[src/rtl/demux_pkg.sv]
// Shared constants for the 1-to-2 stream demultiplexer.
package demux_pkg;
    localparam int WIDTH_DEFAULT = 16;
    localparam int DEPTH_DEFAULT = 2;

    localparam logic SEL_A = 1'b0;
    localparam logic SEL_B = 1'b1;
endpackage

[src/rtl/demux2_16b_stream_fifo.sv]
// Synchronous FIFO with wrap-bit pointers; head word is always presented on dout.
module sync_fifo #(
    parameter int WIDTH = 16,
    parameter int DEPTH = 2
) (
    input  logic             clk,
    input  logic             rst,
    input  logic             push,
    input  logic             pop,
    input  logic [WIDTH-1:0] din,
    output logic [WIDTH-1:0] dout,
    output logic             full,
    output logic             empty
);
    localparam int AW = $clog2(DEPTH);

    logic [DEPTH-1:0][WIDTH-1:0] mem;
    logic [AW:0]                 wr_ptr;
    logic [AW:0]                 rd_ptr;
    logic                        do_push;
    logic                        do_pop;

    assign empty = (wr_ptr == rd_ptr);
    assign full  = (wr_ptr[AW-1:0] == rd_ptr[AW-1:0]) && (wr_ptr[AW] != rd_ptr[AW]);

    // Full is judged on the pre-edge state: a pop in the same cycle does not make room.
    assign do_push = push && !full;
    assign do_pop  = pop && !empty;

    assign dout = mem[rd_ptr[AW-1:0]];

    always_ff @(posedge clk or posedge rst) begin
        if (rst) begin
            mem    <= '0;
            wr_ptr <= '0;
            rd_ptr <= '0;
        end else begin
            if (do_push) begin
                mem[wr_ptr[AW-1:0]] <= din;
                wr_ptr              <= wr_ptr + 1'b1;
            end
            if (do_pop) begin
                rd_ptr <= rd_ptr + 1'b1;
            end
        end
    end
endmodule

[src/rtl/demux2_16b_stream.sv]
// 1-to-2 valid/ready demultiplexer: in_sel steers each word into the FIFO of port A or B.
module demux2_16b_stream
    import demux_pkg::*;
#(
    parameter int WIDTH = WIDTH_DEFAULT,
    parameter int DEPTH = DEPTH_DEFAULT
) (
    input  logic             clk,
    input  logic             rst,
    input  logic [WIDTH-1:0] in_data,
    input  logic             in_sel,
    input  logic             in_valid,
    output logic             in_ready,
    output logic [WIDTH-1:0] a_data,
    output logic             a_valid,
    input  logic             a_ready,
    output logic [WIDTH-1:0] b_data,
    output logic             b_valid,
    input  logic             b_ready,
    output logic [15:0]      a_count,
    output logic [15:0]      b_count
);
    logic full_a, full_b;
    logic empty_a, empty_b;
    logic push_a, push_b;
    logic pop_a, pop_b;

    // Readiness depends only on the selected FIFO, never on the consumers' ready.
    assign in_ready = (in_sel == SEL_A) ? !full_a : !full_b;

    assign push_a = in_valid && in_ready && (in_sel == SEL_A);
    assign push_b = in_valid && in_ready && (in_sel == SEL_B);

    assign a_valid = !empty_a;
    assign b_valid = !empty_b;
    assign pop_a   = a_valid && a_ready;
    assign pop_b   = b_valid && b_ready;

    sync_fifo #(.WIDTH(WIDTH), .DEPTH(DEPTH)) u_fifo_a (
        .clk   (clk),
        .rst   (rst),
        .push  (push_a),
        .pop   (pop_a),
        .din   (in_data),
        .dout  (a_data),
        .full  (full_a),
        .empty (empty_a)
    );

    sync_fifo #(.WIDTH(WIDTH), .DEPTH(DEPTH)) u_fifo_b (
        .clk   (clk),
        .rst   (rst),
        .push  (push_b),
        .pop   (pop_b),
        .din   (in_data),
        .dout  (b_data),
        .full  (full_b),
        .empty (empty_b)
    );

    always_ff @(posedge clk or posedge rst) begin
        if (rst) begin
            a_count <= '0;
            b_count <= '0;
        end else begin
            if (pop_a) a_count <= a_count + 16'd1;
            if (pop_b) b_count <= b_count + 16'd1;
        end
    end
endmodule

[config.mk]
export PLATFORM = sky130hd
export DESIGN_NAME = demux2_16b_stream
export DESIGN_NICKNAME = d
export VERILOG_FILES = /design/src/rtl/demux_pkg.sv /design/src/rtl/demux2_16b_stream_fifo.sv /design/src/rtl/demux2_16b_stream.sv
export SDC_FILE = /design/constraint.sdc
export NUM_CORES = 1
export LEC_CHECK = 0
export BUFFER_PORTS_ARGS = -buffer_cell sky130_fd_sc_hd__buf_4
export CELL_PAD_IN_SITES_DETAIL_PLACEMENT = 1
export CELL_PAD_IN_SITES_GLOBAL_PLACEMENT = 1
export CORE_AREA = 2 2 97 108
export DETAILED_ROUTE_END_ITERATION = 16
export DIE_AREA = 0 0 99 110
export GPL_TIMING_DRIVEN = 1
export PLACE_DENSITY_LB_ADDON = 0.2
export SLEW_MARGIN = 25
export SYNTH_ARGS = -nofsm -noshare
export SYNTH_HDL_FRONTEND = slang
export SYNTH_SLANG_ARGS = --single-unit
[constraint.sdc]
create_clock -name clk -period 9.5 [get_ports clk]
set_clock_uncertainty 0.05 [all_clocks]
set_input_delay 0.95 -clock clk [delete_from_list [all_inputs] [get_ports clk]]
set_output_delay 0.95 -clock clk [all_outputs]
set_load 0.05 [all_outputs]
; Word level (Yosys, flattened, before mapping)
; Index checks and enable logic that the tools add are counted.
[word_totals]
register_bits = 104
input_bits = 22
elab_cells = 57
[classes]
add_sub_neg = 6
magnitude_cmp = 6
eq_ne = 6
n_mux = 11
bitwise_logic = 1
reduce_logical = 17
[op_table]
columns = cell, n
row1 = 2-to-1 mux 16 bit, 6
row2 = bitwise mux 32 bit, 2
row3 = "adder 16 x 1 -> 16 bit, second input constant", 2
row4 = demux 16 bit (select 1 bit), 2
row5 = logical AND 1 bit, 13
row6 = "adder 2 x 1 -> 2 bit, second input constant", 4
row7 = "< comparator 1 x 2 -> 1 bit, second input constant", 4
row8 = equality test 2 bit, 2
row9 = zero test 1 bit, 4
row10 = equality test 1 bit, 2
row11 = ">= comparator 1 bit, second input constant", 2
row12 = != test 1 bit, 2
row13 = 2-to-1 mux 1 bit, 1
row14 = inverter 1 bit, 1

; Depth between registers and ports, before layout
[depth]
ltp_word = 7
depth_mapped = 6
ltp_nobuf = 5

; Cells and area by module
; Synthesis repeated with hierarchy kept, for this count alone.
[unflattened]
hier_cells = 355
area_unflattened_um2 = 4725.8
[by_module_without_submodules]
columns = module, n_inst, cells_per_inst, area_each_um2
row1 = sync_fifo, 2, 115, 1636.6
row2 = demux2_16b_stream, 1, 125, 1452.6

; Least setup slack after synthesis
; No wires, ideal clock.
[synth_path]
path_kind = input -> output
start = input in_sel
end = output in_ready
t_arrival_ps = 1787
t_required_ps = 8500
slack_ps = 6713
cell_stages = 2
path_cell_list = nor2b_1 a31oi_1
[synth_between]
elab_chain_len = 1
[synth_rtl]
columns = item, line_no
row1 = from (decl), demux2_16b_stream.sv:11  ; input logic in_sel,
row2 = 2-to-1 mux 1 bit, demux2_16b_stream.sv:29  ; assign in_ready = (in_sel == SEL_A) ? !full_a : !full_b;
row3 = to (decl), demux2_16b_stream.sv:13  ; output logic in_ready,
; Every way passes these cells.

; Final worst setup path
[layout_path]
start = register u_fifo_a.rd_ptr[0]
end = output in_ready
[layout_between]
elab_chain_len = 4
[layout_rtl]
columns = item, line_no
row1 = from (decl), demux2_16b_stream_fifo.sv:19  ; logic [AW:0] rd_ptr;
row2 = from (signal assigned), demux2_16b_stream_fifo.sv:43  ; rd_ptr <= rd_ptr + 1'b1;
row3 = equality test 1 bit, demux2_16b_stream_fifo.sv:24  ; assign full = (wr_ptr[AW-1:0] == rd_ptr[AW-1:0]) && (wr_ptr[AW] != rd_ptr[AW]);
row4 = logical AND 1 bit, demux2_16b_stream_fifo.sv:24
row5 = zero test 1 bit, demux2_16b_stream.sv:29
row6 = 2-to-1 mux 1 bit, demux2_16b_stream.sv:29
; Every way passes these cells.

==> summary.md <==
| Metric | Value |
|---|---|
| Share of cells above drive strength 1 | `between 40% and 50%` |
| Worst setup EP type | `primary output` |
| RePlAce Congestion | `between 0.7 and 0.8` |
| Number of fill cells | `985` |
| Syn Nets | `around 350` |
| Max Root-Sink Buffers | `2` |
| Worst-path clk slew | `about 0.090 ns` |
| Register area | `roughly 2600 um^2` |
| First-pass GRT wire length | `about 16000 um` |
| Hold WC Path Type | `register to register` |
| Time the worst path needs with I/O delays and setup | `3.218 ns` |
| Setup WS post-layout | `6.283 ns` |
| Initial DRC count | `98` |
| Antenna viol nets, final | `0` |
| Cell count after synthesis | `around 330` |
| RSZ-0062 raised after global routing | `no` |
| Worst Reg-to-Reg Cells | `4` |
| Final setup viols | `0` |
| Worst EP required | `~8.5 ns` |
| IO Pins | `89` |
| Die height | `roughly 110 um` |
| Die Area | `approximately 11000 um^2` |
| Post-route insts no fill | `roughly 540` |
| Die width | `99 um` |
| FF-to-FF Start | `u_fifo_a.rd_ptr[0]$_DFFE_PP0P_` |
| Routed WL | `9701 um` |
| Layout area overhead | `20.76%` |
| # nets final | `around 440` |
| Fin area | `5554 um^2` |
| Root Buffer | `clkbuf_8` |
| Reg2reg end | `u_fifo_a.mem[9]$_DFFE_PP0P_` |
| Port buffer count | `88` |
| Min-Delay Endpoint | `b_count[15]$_DFFE_PP0P_` |
| Ys flop type | `dfrtp_1` |
| Post-synth ARST share | `100.0%` |
| Hold_buf cts | `0` |
| Final period utilization | `33.87%` |
| Post-CTS setup buffer count | `0` |
| Initial Util | `about 47%` |
| Routed len/inst | `~18 um` |
| Cells after DPL | `between 500 and 600` |
| Critical Path Fanout Max | `20` |
| Clock sinks | `104` |
| Synth warn | `0` |
| Max-slew headroom | `about a third` |
| WS Path Type | `register to primary output` |
| Area of the multi-input gates | `slightly below 2000 um^2` |
| CP Launch Type | `register` |
| Post-synth EDFFs | `0` |
| Final slew viol count | `0` |
| Placed cell areas | `roughly 5400 um^2` |
| Hold path depth | `1` |
| Setup TNS Final | `0 ns` |
| Core ar. | `just under 10000 um^2` |
| Status | `completed` |
| FF+latch count, synth | `about 100` |
| Mapped Area | `4599 um^2` |
| CTS H-tree depth | `3` |
| DR vias | `approximately 2900` |
| Vias in the first global route | `roughly 3100` |
| Yosys cell types | `31` |
| Via-to-Cell Ratio | `~5.3` |
| Pre-CTS WS | `6.666 ns` |
| Clock latency on the worst-skew pair | `0.36 ns` |
| CTS tree | `yes` |
| Mean Syn Cell Area | `14.07 um^2` |
| Worst-margin pin slew | `~0.98 ns` |
| Max Clk Rate | `roughly 310 MHz` |
| Pin count of the biggest net entering global routing | `56` |
| Register area share after synthesis | `56.58%` |
| Post-CTS sizing | `0` |
| Commonest non-fill, non-tap cell in the layout | `dfrtp_1` |
| Grt ovf | `0` |
| Most frequent cells in the layout | `dfrtp_1 (103), buf_4 (90), mux2_2 (89)` |
| Initial antenna violation count | `0` |
| DRT Pass-1 Iters | `4` |
| Core Rows | `38` |
| CP arrival | `between 2 and 2.5 ns` |
| R2R Setup Slk | `6.73 ns` |
| TritonCTS Buffers | `9` |
| DRC | `0` |
| GRT Total Usage | `18.84%` |
| Antenna cell count | `0` |
| Hold violation count in the final report | `0` |
| Max-cap violation count | `0` |
| Hold Startpoint | `b_count[15]$_DFFE_PP0P_` |
| HPWL Detailed | `roughly 6500 um` |
## area by class of cell
cell class              instances  area share [%]
well taps                     120           2.703
repair buffers                 90           12.16
clock buffers                  11           2.546
inverters                       2          0.1802
multi-input cells             212           34.72
clock inverters                 4          0.8110
flip-flops and latches        104           46.88
## through the flow
| step | hold slack [ns] | utilization [%] |
|---|---|---|
| after floorplan | 0.4249 | - |
| after global placement | 0.4124 | 54.98 |
| after detailed placement | 0.4136 | 54.98 |
| after CTS | 0.4312 | 56.89 |
| after global routing | 0.4555 | 56.98 |
| final | 0.4269 | 56.98 |
## logic make-up (layout without fill, tap and decap cells)
kind of cell | Yosys count | in the layout | synth area share (%)
muxes | 98 | 98 | 24.73
AOI/OAI and AO/OA | 9 | 9 | 1.279
and+or+nand+nor | 62 | 62 | 7.236
buffers and inverters | 11 | 107 | 1.659
DFF | 104 | 104 | 56.58
adders and majority gates | 2 | 2 | 0.5440
xor gates and xnor gates | 41 | 41 | 7.971
## worst max-delay path by stage
stage / start / endpoint / slack [ns] / cells past startpoint
final: u_fifo_a.rd_ptr[0]$_DFFE_PP0P_ / in_ready / 6.28 / 5
after global routing: u_fifo_a.rd_ptr[0]$_DFFE_PP0P_ / in_ready / 6.12 / 5
after CTS: u_fifo_a.rd_ptr[0]$_DFFE_PP0P_ / in_ready / 6.23 / 5
after detailed placement: u_fifo_b.rd_ptr[0]$_DFFE_PP0P_ / in_ready / 6.67 / 3
after global placement: u_fifo_a.rd_ptr[0]$_DFFE_PP0P_ / in_ready / 6.65 / 5
after floorplan: rst / a_count[0]$_DFFE_PP0P_ / 5.77 / 1
## sequential cells by signal, indices dropped and copies added (netlist names)
signal / flops
u_fifo_b.mem: 32
a_count: 16
u_fifo_b.rd_ptr: 2
u_fifo_a.wr_ptr: 2
u_fifo_a.mem: 32
u_fifo_a.rd_ptr: 2
u_fifo_b.wr_ptr: 2
b_count: 16
## synth_stat cells (2+ instances only)
| cell type | count | area share [%] |
|---|---|---|
| a21oi_1 | 4 | 0.44 |
| nand3_1 | 16 | 1.7 |
| mux2_4 | 9 | 2.9 |
| buf_2 | 3 | 0.33 |
| nor2b_1 | 2 | 0.27 |
| xor2_1 | 5 | 0.95 |
| nor2_1 | 4 | 0.33 |
| dfrtp_1 | 104 | 57 |
| nand2_1 | 18 | 1.5 |
| mux2_2 | 89 | 22 |
| and4_1 | 2 | 0.38 |
| xnor2_1 | 35 | 6.7 |
| inv_1 | 2 | 0.16 |
| ha_1 | 2 | 0.54 |
| nand4_1 | 11 | 1.5 |
| nor3_1 | 4 | 0.44 |
| buf_1 | 2 | 0.16 |
| buf_6 | 2 | 0.49 |
## layer usage
metal,routed length (um),up-vias,GRT usage (%)
met1,4431,1469,24.81
met2,4729,66,31.08
met3,345,12,3.216
li1,-,1327,-
met5,0,-,0
met4,195,0,7.926
## critical path: stages, from the launching register on
cell and delay, ns:
dfrtp_1 0.94, xnor2_1 0.24, nor2b_4 0.19, nor2b_1 0.13, a31oi_1 0.13, buf_4 0.22
Power is left out: the tool's default activity adds up to more than one toggle a clock period on the data nets, which glitch-free logic cannot reach.
